[src/rtl/axi_lite_to_apb_if.sv]
// AXI4-Lite slave side and APB4 master side of the axi_lite_to_apb bridge.
// The bridge binds the slave modport; the master modport is the surrounding system view.
interface axi_lite_to_apb_if #(
    parameter int ADDR_WIDTH = 32,
    parameter int DATA_WIDTH = 32
);
    localparam int STRB_WIDTH = DATA_WIDTH / 8;

    logic [ADDR_WIDTH-1:0] aw_addr_i;
    logic [2:0]            aw_prot_i;
    logic                  aw_valid_i;
    logic                  aw_ready_o;
    logic [DATA_WIDTH-1:0] w_data_i;
    logic [STRB_WIDTH-1:0] w_strb_i;
    logic                  w_valid_i;
    logic                  w_ready_o;
    logic [1:0]            b_resp_o;
    logic                  b_valid_o;
    logic                  b_ready_i;
    logic [ADDR_WIDTH-1:0] ar_addr_i;
    logic [2:0]            ar_prot_i;
    logic                  ar_valid_i;
    logic                  ar_ready_o;
    logic [DATA_WIDTH-1:0] r_data_o;
    logic [1:0]            r_resp_o;
    logic                  r_valid_o;
    logic                  r_ready_i;

    logic [ADDR_WIDTH-1:0] paddr_o;
    logic [2:0]            pprot_o;
    logic                  psel_o;
    logic                  penable_o;
    logic                  pwrite_o;
    logic [DATA_WIDTH-1:0] pwdata_o;
    logic [STRB_WIDTH-1:0] pstrb_o;
    logic                  pready_i;
    logic [DATA_WIDTH-1:0] prdata_i;
    logic                  pslverr_i;

    modport slave (
        input  aw_addr_i, aw_prot_i, aw_valid_i, w_data_i, w_strb_i, w_valid_i,
               b_ready_i, ar_addr_i, ar_prot_i, ar_valid_i, r_ready_i,
               pready_i, prdata_i, pslverr_i,
        output aw_ready_o, w_ready_o, b_resp_o, b_valid_o, ar_ready_o,
               r_data_o, r_resp_o, r_valid_o,
               paddr_o, pprot_o, psel_o, penable_o, pwrite_o, pwdata_o, pstrb_o
    );

    modport master (
        output aw_addr_i, aw_prot_i, aw_valid_i, w_data_i, w_strb_i, w_valid_i,
               b_ready_i, ar_addr_i, ar_prot_i, ar_valid_i, r_ready_i,
               pready_i, prdata_i, pslverr_i,
        input  aw_ready_o, w_ready_o, b_resp_o, b_valid_o, ar_ready_o,
               r_data_o, r_resp_o, r_valid_o,
               paddr_o, pprot_o, psel_o, penable_o, pwrite_o, pwdata_o, pstrb_o
    );
endinterface

[src/rtl/axi_lite_to_apb.sv]
// AXI4-Lite to APB4 bridge, one transfer at a time with read/write round-robin.
// Optional ACCESS timeout: define AXI_LITE_TO_APB_TIMEOUT_EN.
module axi_lite_to_apb #(
    parameter int ADDR_WIDTH     = 32,
    parameter int DATA_WIDTH     = 32,
    parameter int TIMEOUT_CYCLES = 256
) (
    input logic               clk_i,
    input logic               rst_ni,
    axi_lite_to_apb_if.slave  bus
);
    localparam int STRB_WIDTH = DATA_WIDTH / 8;

    typedef enum logic [1:0] {
        IDLE   = 2'd0,
        SETUP  = 2'd1,
        ACCESS = 2'd2,
        RESP   = 2'd3
    } state_t;

    state_t                state_r;
    logic                  last_was_write_r;
    logic                  write_r;
    logic [ADDR_WIDTH-1:0] addr_r;
    logic [2:0]            prot_r;
    logic [DATA_WIDTH-1:0] wdata_r;
    logic [STRB_WIDTH-1:0] strb_r;
    logic [DATA_WIDTH-1:0] rdata_r;
    logic [1:0]            resp_r;
    logic                  psel_r;
    logic                  penable_r;
    logic                  b_valid_r;
    logic                  r_valid_r;

    logic                  wr_pend_s;
    logic                  rd_pend_s;
    logic                  grant_wr_s;
    logic                  grant_rd_s;

`ifdef AXI_LITE_TO_APB_TIMEOUT_EN
    localparam int TMO_W = $clog2(TIMEOUT_CYCLES + 1);
    logic [TMO_W-1:0]      tmo_cnt_r;
`endif

    // Grant arbitration in IDLE: the kind not granted last wins a contended cycle.
    always_comb begin
        wr_pend_s  = bus.aw_valid_i & bus.w_valid_i;
        rd_pend_s  = bus.ar_valid_i;
        grant_wr_s = 1'b0;
        grant_rd_s = 1'b0;
        if (rst_ni && (state_r == IDLE)) begin
            if (wr_pend_s && (!rd_pend_s || !last_was_write_r)) begin
                grant_wr_s = 1'b1;
            end else if (rd_pend_s) begin
                grant_rd_s = 1'b1;
            end else begin
                grant_wr_s = 1'b0;
                grant_rd_s = 1'b0;
            end
        end else begin
            grant_wr_s = 1'b0;
            grant_rd_s = 1'b0;
        end
    end

    assign bus.aw_ready_o = grant_wr_s;
    assign bus.w_ready_o  = grant_wr_s;
    assign bus.ar_ready_o = grant_rd_s;

    assign bus.paddr_o    = addr_r;
    assign bus.pprot_o    = prot_r;
    assign bus.psel_o     = psel_r;
    assign bus.penable_o  = penable_r;
    assign bus.pwrite_o   = write_r;
    assign bus.pwdata_o   = wdata_r;
    assign bus.pstrb_o    = strb_r;
    assign bus.b_resp_o   = resp_r;
    assign bus.b_valid_o  = b_valid_r;
    assign bus.r_data_o   = rdata_r;
    assign bus.r_resp_o   = resp_r;
    assign bus.r_valid_o  = r_valid_r;

    // Transfer FSM with all request/response state held in registers.
    always_ff @(posedge clk_i) begin
        if (!rst_ni) begin
            state_r          <= IDLE;
            last_was_write_r <= 1'b0;
            write_r          <= 1'b0;
            addr_r           <= '0;
            prot_r           <= 3'b000;
            wdata_r          <= '0;
            strb_r           <= '0;
            rdata_r          <= '0;
            resp_r           <= 2'b00;
            psel_r           <= 1'b0;
            penable_r        <= 1'b0;
            b_valid_r        <= 1'b0;
            r_valid_r        <= 1'b0;
`ifdef AXI_LITE_TO_APB_TIMEOUT_EN
            tmo_cnt_r        <= '0;
`endif
        end else begin
            case (state_r)
                IDLE: begin
                    if (grant_wr_s || grant_rd_s) begin
                        write_r          <= grant_wr_s;
                        last_was_write_r <= grant_wr_s;
                        addr_r           <= grant_wr_s ? bus.aw_addr_i : bus.ar_addr_i;
                        prot_r           <= grant_wr_s ? bus.aw_prot_i : bus.ar_prot_i;
                        // Reads carry no data and, for APB4, no strobes.
                        wdata_r          <= grant_wr_s ? bus.w_data_i : '0;
                        strb_r           <= grant_wr_s ? bus.w_strb_i : '0;
                        rdata_r          <= '0;
                        psel_r           <= 1'b1;
                        state_r          <= SETUP;
                    end
                end
                SETUP: begin
                    penable_r <= 1'b1;
                    state_r   <= ACCESS;
`ifdef AXI_LITE_TO_APB_TIMEOUT_EN
                    tmo_cnt_r <= '0;
`endif
                end
                ACCESS: begin
                    if (bus.pready_i) begin
                        psel_r    <= 1'b0;
                        penable_r <= 1'b0;
                        resp_r    <= bus.pslverr_i ? 2'b10 : 2'b00;
                        if (!write_r) begin
                            rdata_r <= bus.prdata_i;
                        end
                        b_valid_r <= write_r;
                        r_valid_r <= !write_r;
                        state_r   <= RESP;
`ifdef AXI_LITE_TO_APB_TIMEOUT_EN
                    end else if (tmo_cnt_r == TMO_W'(TIMEOUT_CYCLES - 1)) begin
                        // Abort: read data stays at the zero loaded on grant.
                        psel_r    <= 1'b0;
                        penable_r <= 1'b0;
                        resp_r    <= 2'b10;
                        b_valid_r <= write_r;
                        r_valid_r <= !write_r;
                        state_r   <= RESP;
                    end else begin
                        tmo_cnt_r <= tmo_cnt_r + TMO_W'(1);
`endif
                    end
                end
                RESP: begin
                    if (write_r ? bus.b_ready_i : bus.r_ready_i) begin
                        b_valid_r <= 1'b0;
                        r_valid_r <= 1'b0;
                        state_r   <= IDLE;
                    end
                end
                default: begin
                    state_r <= IDLE;
                end
            endcase
        end
    end
endmodule

[src/flat_wrapper.sv]
// flat-port wrapper written by rule: the top's interface ports become plain ports
module axi_lite_to_apb_flat 
#(
    parameter int ADDR_WIDTH     = 32,
    parameter int DATA_WIDTH     = 32,
    parameter int TIMEOUT_CYCLES = 256
)
  (clk_i, rst_ni, bus_aw_addr_i, bus_aw_prot_i, bus_aw_valid_i, bus_w_data_i, bus_w_strb_i, bus_w_valid_i, bus_b_ready_i, bus_ar_addr_i, bus_ar_prot_i, bus_ar_valid_i, bus_r_ready_i, bus_pready_i, bus_prdata_i, bus_pslverr_i, bus_aw_ready_o, bus_w_ready_o, bus_b_resp_o, bus_b_valid_o, bus_ar_ready_o, bus_r_data_o, bus_r_resp_o, bus_r_valid_o, bus_paddr_o, bus_pprot_o, bus_psel_o, bus_penable_o, bus_pwrite_o, bus_pwdata_o, bus_pstrb_o);
  axi_lite_to_apb_if #(.ADDR_WIDTH(ADDR_WIDTH), .DATA_WIDTH(DATA_WIDTH)) bus_i ();
  input logic clk_i;
  input logic rst_ni;
  input wire logic [$bits(bus_i.aw_addr_i)-1:0] bus_aw_addr_i;
  input wire logic [$bits(bus_i.aw_prot_i)-1:0] bus_aw_prot_i;
  input wire logic [$bits(bus_i.aw_valid_i)-1:0] bus_aw_valid_i;
  input wire logic [$bits(bus_i.w_data_i)-1:0] bus_w_data_i;
  input wire logic [$bits(bus_i.w_strb_i)-1:0] bus_w_strb_i;
  input wire logic [$bits(bus_i.w_valid_i)-1:0] bus_w_valid_i;
  input wire logic [$bits(bus_i.b_ready_i)-1:0] bus_b_ready_i;
  input wire logic [$bits(bus_i.ar_addr_i)-1:0] bus_ar_addr_i;
  input wire logic [$bits(bus_i.ar_prot_i)-1:0] bus_ar_prot_i;
  input wire logic [$bits(bus_i.ar_valid_i)-1:0] bus_ar_valid_i;
  input wire logic [$bits(bus_i.r_ready_i)-1:0] bus_r_ready_i;
  input wire logic [$bits(bus_i.pready_i)-1:0] bus_pready_i;
  input wire logic [$bits(bus_i.prdata_i)-1:0] bus_prdata_i;
  input wire logic [$bits(bus_i.pslverr_i)-1:0] bus_pslverr_i;
  output wire logic [$bits(bus_i.aw_ready_o)-1:0] bus_aw_ready_o;
  output wire logic [$bits(bus_i.w_ready_o)-1:0] bus_w_ready_o;
  output wire logic [$bits(bus_i.b_resp_o)-1:0] bus_b_resp_o;
  output wire logic [$bits(bus_i.b_valid_o)-1:0] bus_b_valid_o;
  output wire logic [$bits(bus_i.ar_ready_o)-1:0] bus_ar_ready_o;
  output wire logic [$bits(bus_i.r_data_o)-1:0] bus_r_data_o;
  output wire logic [$bits(bus_i.r_resp_o)-1:0] bus_r_resp_o;
  output wire logic [$bits(bus_i.r_valid_o)-1:0] bus_r_valid_o;
  output wire logic [$bits(bus_i.paddr_o)-1:0] bus_paddr_o;
  output wire logic [$bits(bus_i.pprot_o)-1:0] bus_pprot_o;
  output wire logic [$bits(bus_i.psel_o)-1:0] bus_psel_o;
  output wire logic [$bits(bus_i.penable_o)-1:0] bus_penable_o;
  output wire logic [$bits(bus_i.pwrite_o)-1:0] bus_pwrite_o;
  output wire logic [$bits(bus_i.pwdata_o)-1:0] bus_pwdata_o;
  output wire logic [$bits(bus_i.pstrb_o)-1:0] bus_pstrb_o;
  assign bus_i.aw_addr_i = bus_aw_addr_i;
  assign bus_i.aw_prot_i = bus_aw_prot_i;
  assign bus_i.aw_valid_i = bus_aw_valid_i;
  assign bus_i.w_data_i = bus_w_data_i;
  assign bus_i.w_strb_i = bus_w_strb_i;
  assign bus_i.w_valid_i = bus_w_valid_i;
  assign bus_i.b_ready_i = bus_b_ready_i;
  assign bus_i.ar_addr_i = bus_ar_addr_i;
  assign bus_i.ar_prot_i = bus_ar_prot_i;
  assign bus_i.ar_valid_i = bus_ar_valid_i;
  assign bus_i.r_ready_i = bus_r_ready_i;
  assign bus_i.pready_i = bus_pready_i;
  assign bus_i.prdata_i = bus_prdata_i;
  assign bus_i.pslverr_i = bus_pslverr_i;
  assign bus_aw_ready_o = bus_i.aw_ready_o;
  assign bus_w_ready_o = bus_i.w_ready_o;
  assign bus_b_resp_o = bus_i.b_resp_o;
  assign bus_b_valid_o = bus_i.b_valid_o;
  assign bus_ar_ready_o = bus_i.ar_ready_o;
  assign bus_r_data_o = bus_i.r_data_o;
  assign bus_r_resp_o = bus_i.r_resp_o;
  assign bus_r_valid_o = bus_i.r_valid_o;
  assign bus_paddr_o = bus_i.paddr_o;
  assign bus_pprot_o = bus_i.pprot_o;
  assign bus_psel_o = bus_i.psel_o;
  assign bus_penable_o = bus_i.penable_o;
  assign bus_pwrite_o = bus_i.pwrite_o;
  assign bus_pwdata_o = bus_i.pwdata_o;
  assign bus_pstrb_o = bus_i.pstrb_o;
  axi_lite_to_apb #(.ADDR_WIDTH(ADDR_WIDTH), .DATA_WIDTH(DATA_WIDTH), .TIMEOUT_CYCLES(TIMEOUT_CYCLES)) u_core (.clk_i(clk_i), .rst_ni(rst_ni), .bus(bus_i));
endmodule
[config.mk]
export PLATFORM = sky130hd
export DESIGN_NAME = axi_lite_to_apb_flat
export DESIGN_NICKNAME = d
export VERILOG_FILES = /design/src/rtl/axi_lite_to_apb_if.sv /design/src/rtl/axi_lite_to_apb.sv /design/src/flat_wrapper.sv
export SDC_FILE = /design/constraint.sdc
export NUM_CORES = 1
export LEC_CHECK = 0
export ABC_CLOCK_PERIOD_IN_PS = 1600
export CAP_MARGIN = 20
export CORE_MARGIN = 1
export CORE_UTILIZATION = 35
export DETAILED_ROUTE_END_ITERATION = 8
export PLACE_DENSITY = 0.87
export SYNTH_ARGS = -nofsm -noshare
export SYNTH_HDL_FRONTEND = slang
export SYNTH_SLANG_ARGS = --single-unit
[constraint.sdc]
create_clock -name clk_i -period 1.6 [get_ports clk_i]
set_input_delay 0.24 -clock clk_i [delete_from_list [all_inputs] [get_ports clk_i]]
set_output_delay 0.24 -clock clk_i [all_outputs]
set_load 0.02 [all_outputs]
==> results of run 1 <==
==> flip-flops by register name, indices dropped and copies added, names as in the netlist <==
signal / cells
u_core.bus.paddr_o: 32
u_core.bus.pwdata_o: 32
u_core.bus.r_data_o: 32
u_core.bus.pstrb_o: 4
u_core.bus.pprot_o: 3
u_core.state_r: 2
u_core.bus.b_resp_o: 1
u_core.bus.b_valid_o: 1
u_core.bus.penable_o: 1
u_core.bus.psel_o: 1
u_core.bus.r_valid_o: 1
u_core.last_was_write_r: 1
==> Yosys cell counts, drive strengths merged <==
cell type and n:
a221oi 1, o21ai 1, a21o 1, dfxtp 111, nand3b 1, nand3 72, conb 1, nand2 80
mux2i 70, a21oi 42, nand2b 3, o32a 1, clkinv 1, nor2 39, a211oi 35, buf 28
ha 4, or3b 1, o211ai 1, clkbuf 22, a31oi 1, inv 4, nor2b 1, a21boi 1
==> repair_timing <==
action | in CTS | in global routing
gates cloned | 11 | 10
gates resized for setup | 116 | 79
endpoints found under the setup margin | 107 | 118
pin swaps | 14 | 12
setup buffers | 10 | 7
==> cell families after synthesis <==
group	share of synthesized area
adder cells (fa/ha/maj)	0.0104
flip-flops	0.464
AO/OA/AOI/OAI	0.141
other	0.000783
buffers and inverters	0.0608
AND/OR/NAND/NOR	0.177
multiplexers	0.146
==> worst min path at each step <==
stage / endpoint / slack [ns] / cells past startpoint
global placement: u_core.bus.r_data_o[19] / 0.44 / 2
finish: u_core.last_was_write_r / 0.33 / 4
floorplan: u_core.bus.pstrb_o[0] / 0.38 / 2
CTS: u_core.last_was_write_r / 0.30 / 4
global route: u_core.last_was_write_r / 0.34 / 4
detailed placement: u_core.bus.r_data_o[20] / 0.45 / 2
==> worst register-to-register path, stage by stage, from the launching register on <==
cell	delay [ns]
dfxtp_2	0.33
inv_2	0.07
ha_4	0.14
nand2_2	0.04
or3b_4	0.46
buf_12	0.19
buf_8	0.14
buf_16	0.15
a211oi_2	0.22
==> layout make-up <==
class | instances | share of cell area
inverters | 5 | 0.00342
repair buffers | 317 | 0.393
multi-input cells | 357 | 0.306
clock inverters | 2 | 0.00164
flip-flops and latches | 111 | 0.243
well taps | 176 | 0.0241
clock buffers | 14 | 0.0288
==> metrics by stage <==
stage,cells,area [µm²],setup TNS [ns],hold slack (ns)
2_1_floorplan,523,4840,-0.0215,0.376
3_3_place_gp,935,7640,-41.82,0.441
3_5_place_dp,935,7640,-43.81,0.447
4_1_cts,971,8690,-10.97,0.302
5_1_grt,982,9160,-18.09,0.342
6_report,982,9160,-11.08,0.333
==> power breakdown <==
| part | internal, mW | leakage, nW | total [mW] | switching (mW) |
|---|---|---|---|---|
| sequential | 3.13 | 0.903 | 3.34 | 0.211 |
| clock | 1.15 | 0.129 | 2.17 | 1.02 |
| combinational | 3.17 | 2.63 | 5.87 | 2.70 |
==> per-layer routing <==
metal | vias up | GRT usage | share of wire
met5 | - | 0 | 0
met2 | 234 | 0.423 | 0.51
met3 | 32 | 0.0647 | 0.081
met1 | 2395 | 0.250 | 0.39
li1 | 2368 | - | -
met4 | 0 | 0.0696 | 0.022
==> flow_metrics.py, run 1 <==
metrics = {
    "status": {
        "outcome": "finished with violations",
        "failed_checks": "negative setup slack",
    },
    "floorplan": {
        "start_util": 0.360,
        "core_um2": 13300,
        "dieArea_um2": 14200,
        "std_cell_rows": 42,
        "dieHeight_um": 119,
        "ioPinCount": 262,
        "die_w_um": 119,
    },
    "final_layout": {
        "nFillCells": 949,
        "seqCellArea_um2": 2220,
        "final_cell_mix": "clkdlybuf4s50_1, dfxtp_1, nand2_1",
        "drive_gt1_frac": 0.249,
        "final_util": 0.689,
        "area_growth_pct": 91.1,
        "multiInputGateArea_um2": 2800,
        "diodes": 0,
        "final_common_cell": "clkdlybuf4s50_1",
        "final_nets": 952,
    },
    "placement": {
        "hpwl_um": 9980,
        "dp_slack_ns": -0.577,
        "gp_congestion": 0.793,
        "portBuffers": 259,
    },
    "synthesis": {
        "synthTopCellsByArea": "dfxtp_1, mux2i_1, a211oi_2",
        "synth_top_area_cell": "dfxtp_1",
        "yosys_register_bits": 111,
        "synth_top_area_share": 0.464,
        "syn_avg_cell_area_um2": 9.18,
        "ys_warn_count": 0,
        "yosysSeqAreaShare": 0.464,
        "syn_inst": 522,
        "syn_area_um2": 4790,
        "yosysUniqueCellTypes": 29,
    },
    "clock_network": {
        "cts.sinks": 111,
        "clk_latency_ns": 0.35,
        "clockBufferDepth": 2,
        "cts_buffers": 9,
        "clockRootBuffer": "clkbuf_16",
        "holdBufCountCts": 0,
        "clkSlewWorstSetupHoldPaths_ns": 0.07,
        "cts_tree": "yes",
        "htree_levels": 3,
    },
    "critical_path": {
        "slowest_delay_ns": 0.46,
        "timing.rr.start": "u_core.state_r[1]",
        "worstSetupEndpoint": "u_core.bus.paddr_o[24]",
        "crit_fanout": 8,
        "critPathTopFamily": "buffers and inverters",
        "critical_path.cell_chain": "inv_2 -> ha_4 -> nand2_2 -> or3b_4 -> buf_12 -> buf_8 -> buf_16 -> a211oi_2",
        "worstPathRequired_ns": 1.85,
        "worstSetupStartpoint": "u_core.state_r[1]",
        "critPathSlowestCell": "or3b_4",
        "startpoint_type": "register",
        "reg2reg_setup_slack_ns": -0.22,
        "arrival_ns": 2.08,
        "critPathKind": "register to register",
        "r2r-end": "u_core.bus.paddr_o[24]",
        "cp_num_cells": 8,
        "ff2ff_path_depth": 8,
        "critical_path_buf_inv_count": 4,
        "end_kind": "register",
    },
    "detailed_routing": {
        "drcViolationCount": 0,
        "drt-wirelength-per-cell_um": 18.9,
        "dr_total_vias": 5029,
        "routed_wl_um": 18500,
        "via_per_inst": 5.12,
        "antenna_left": 0,
        "drt_iter0_markers": 206,
        "drtPass1Iterations": 4,
    },
    "timing": {
        "setup_viol": 102,
        "clock_skew_ns": 0.00851,
        "final_hold_viol_count": 0,
        "finalCritPeriodShare": 1.14,
        "fmax_mhz": 548,
        "worstMarginPinSlew_ns": 0.608,
        "slew_headroom": 0.595,
        "setup_slack_ns": -0.224,
        "slew_viol_final": 0,
        "fin_crit_ns": 1.82,
        "rsz0062_at_grt": "yes",
    },
    "global_routing": {
        "grt_pass1_wl_um": 25400,
        "grt_pass1_vias": 4903,
        "grt_overflow": 0,
        "grtUsageTotal": 0.229,
        "antenna_found_initial": 0,
        "grt_max_degree": 78,
    },
    "pwr": {
        "power.density_nw_per_um2": 1240,
        "peakVddDrop_mv": 0.924,
        "fin_total_pwr_mw": 11.4,
        "p_leak_nw": 3.66,
    },
    "worst_hold_path": {
        "hp-class": "input port to register",
        "worstHoldStart": "rst_ni",
    },
    "flow_run": {
        "max-cap-violations": 0,
    },
}
No activity file was read; power rests on OpenSTA's default activity.
==> run 2: changes to the inputs <==
--- a/config.mk
+++ b/config.mk
@@ -6,11 +6,12 @@
 export NUM_CORES = 1
 export LEC_CHECK = 0
 export ABC_CLOCK_PERIOD_IN_PS = 1600
-export CAP_MARGIN = 20
+export CAP_MARGIN = 30
 export CORE_MARGIN = 1
 export CORE_UTILIZATION = 35
 export DETAILED_ROUTE_END_ITERATION = 8
 export PLACE_DENSITY = 0.87
+export SLEW_MARGIN = 30
 export SYNTH_ARGS = -nofsm -noshare
 export SYNTH_HDL_FRONTEND = slang
 export SYNTH_SLANG_ARGS = --single-unit
==> results of run 2 <==
The final DEF is identical to that of run 1; final timing and power are the same.
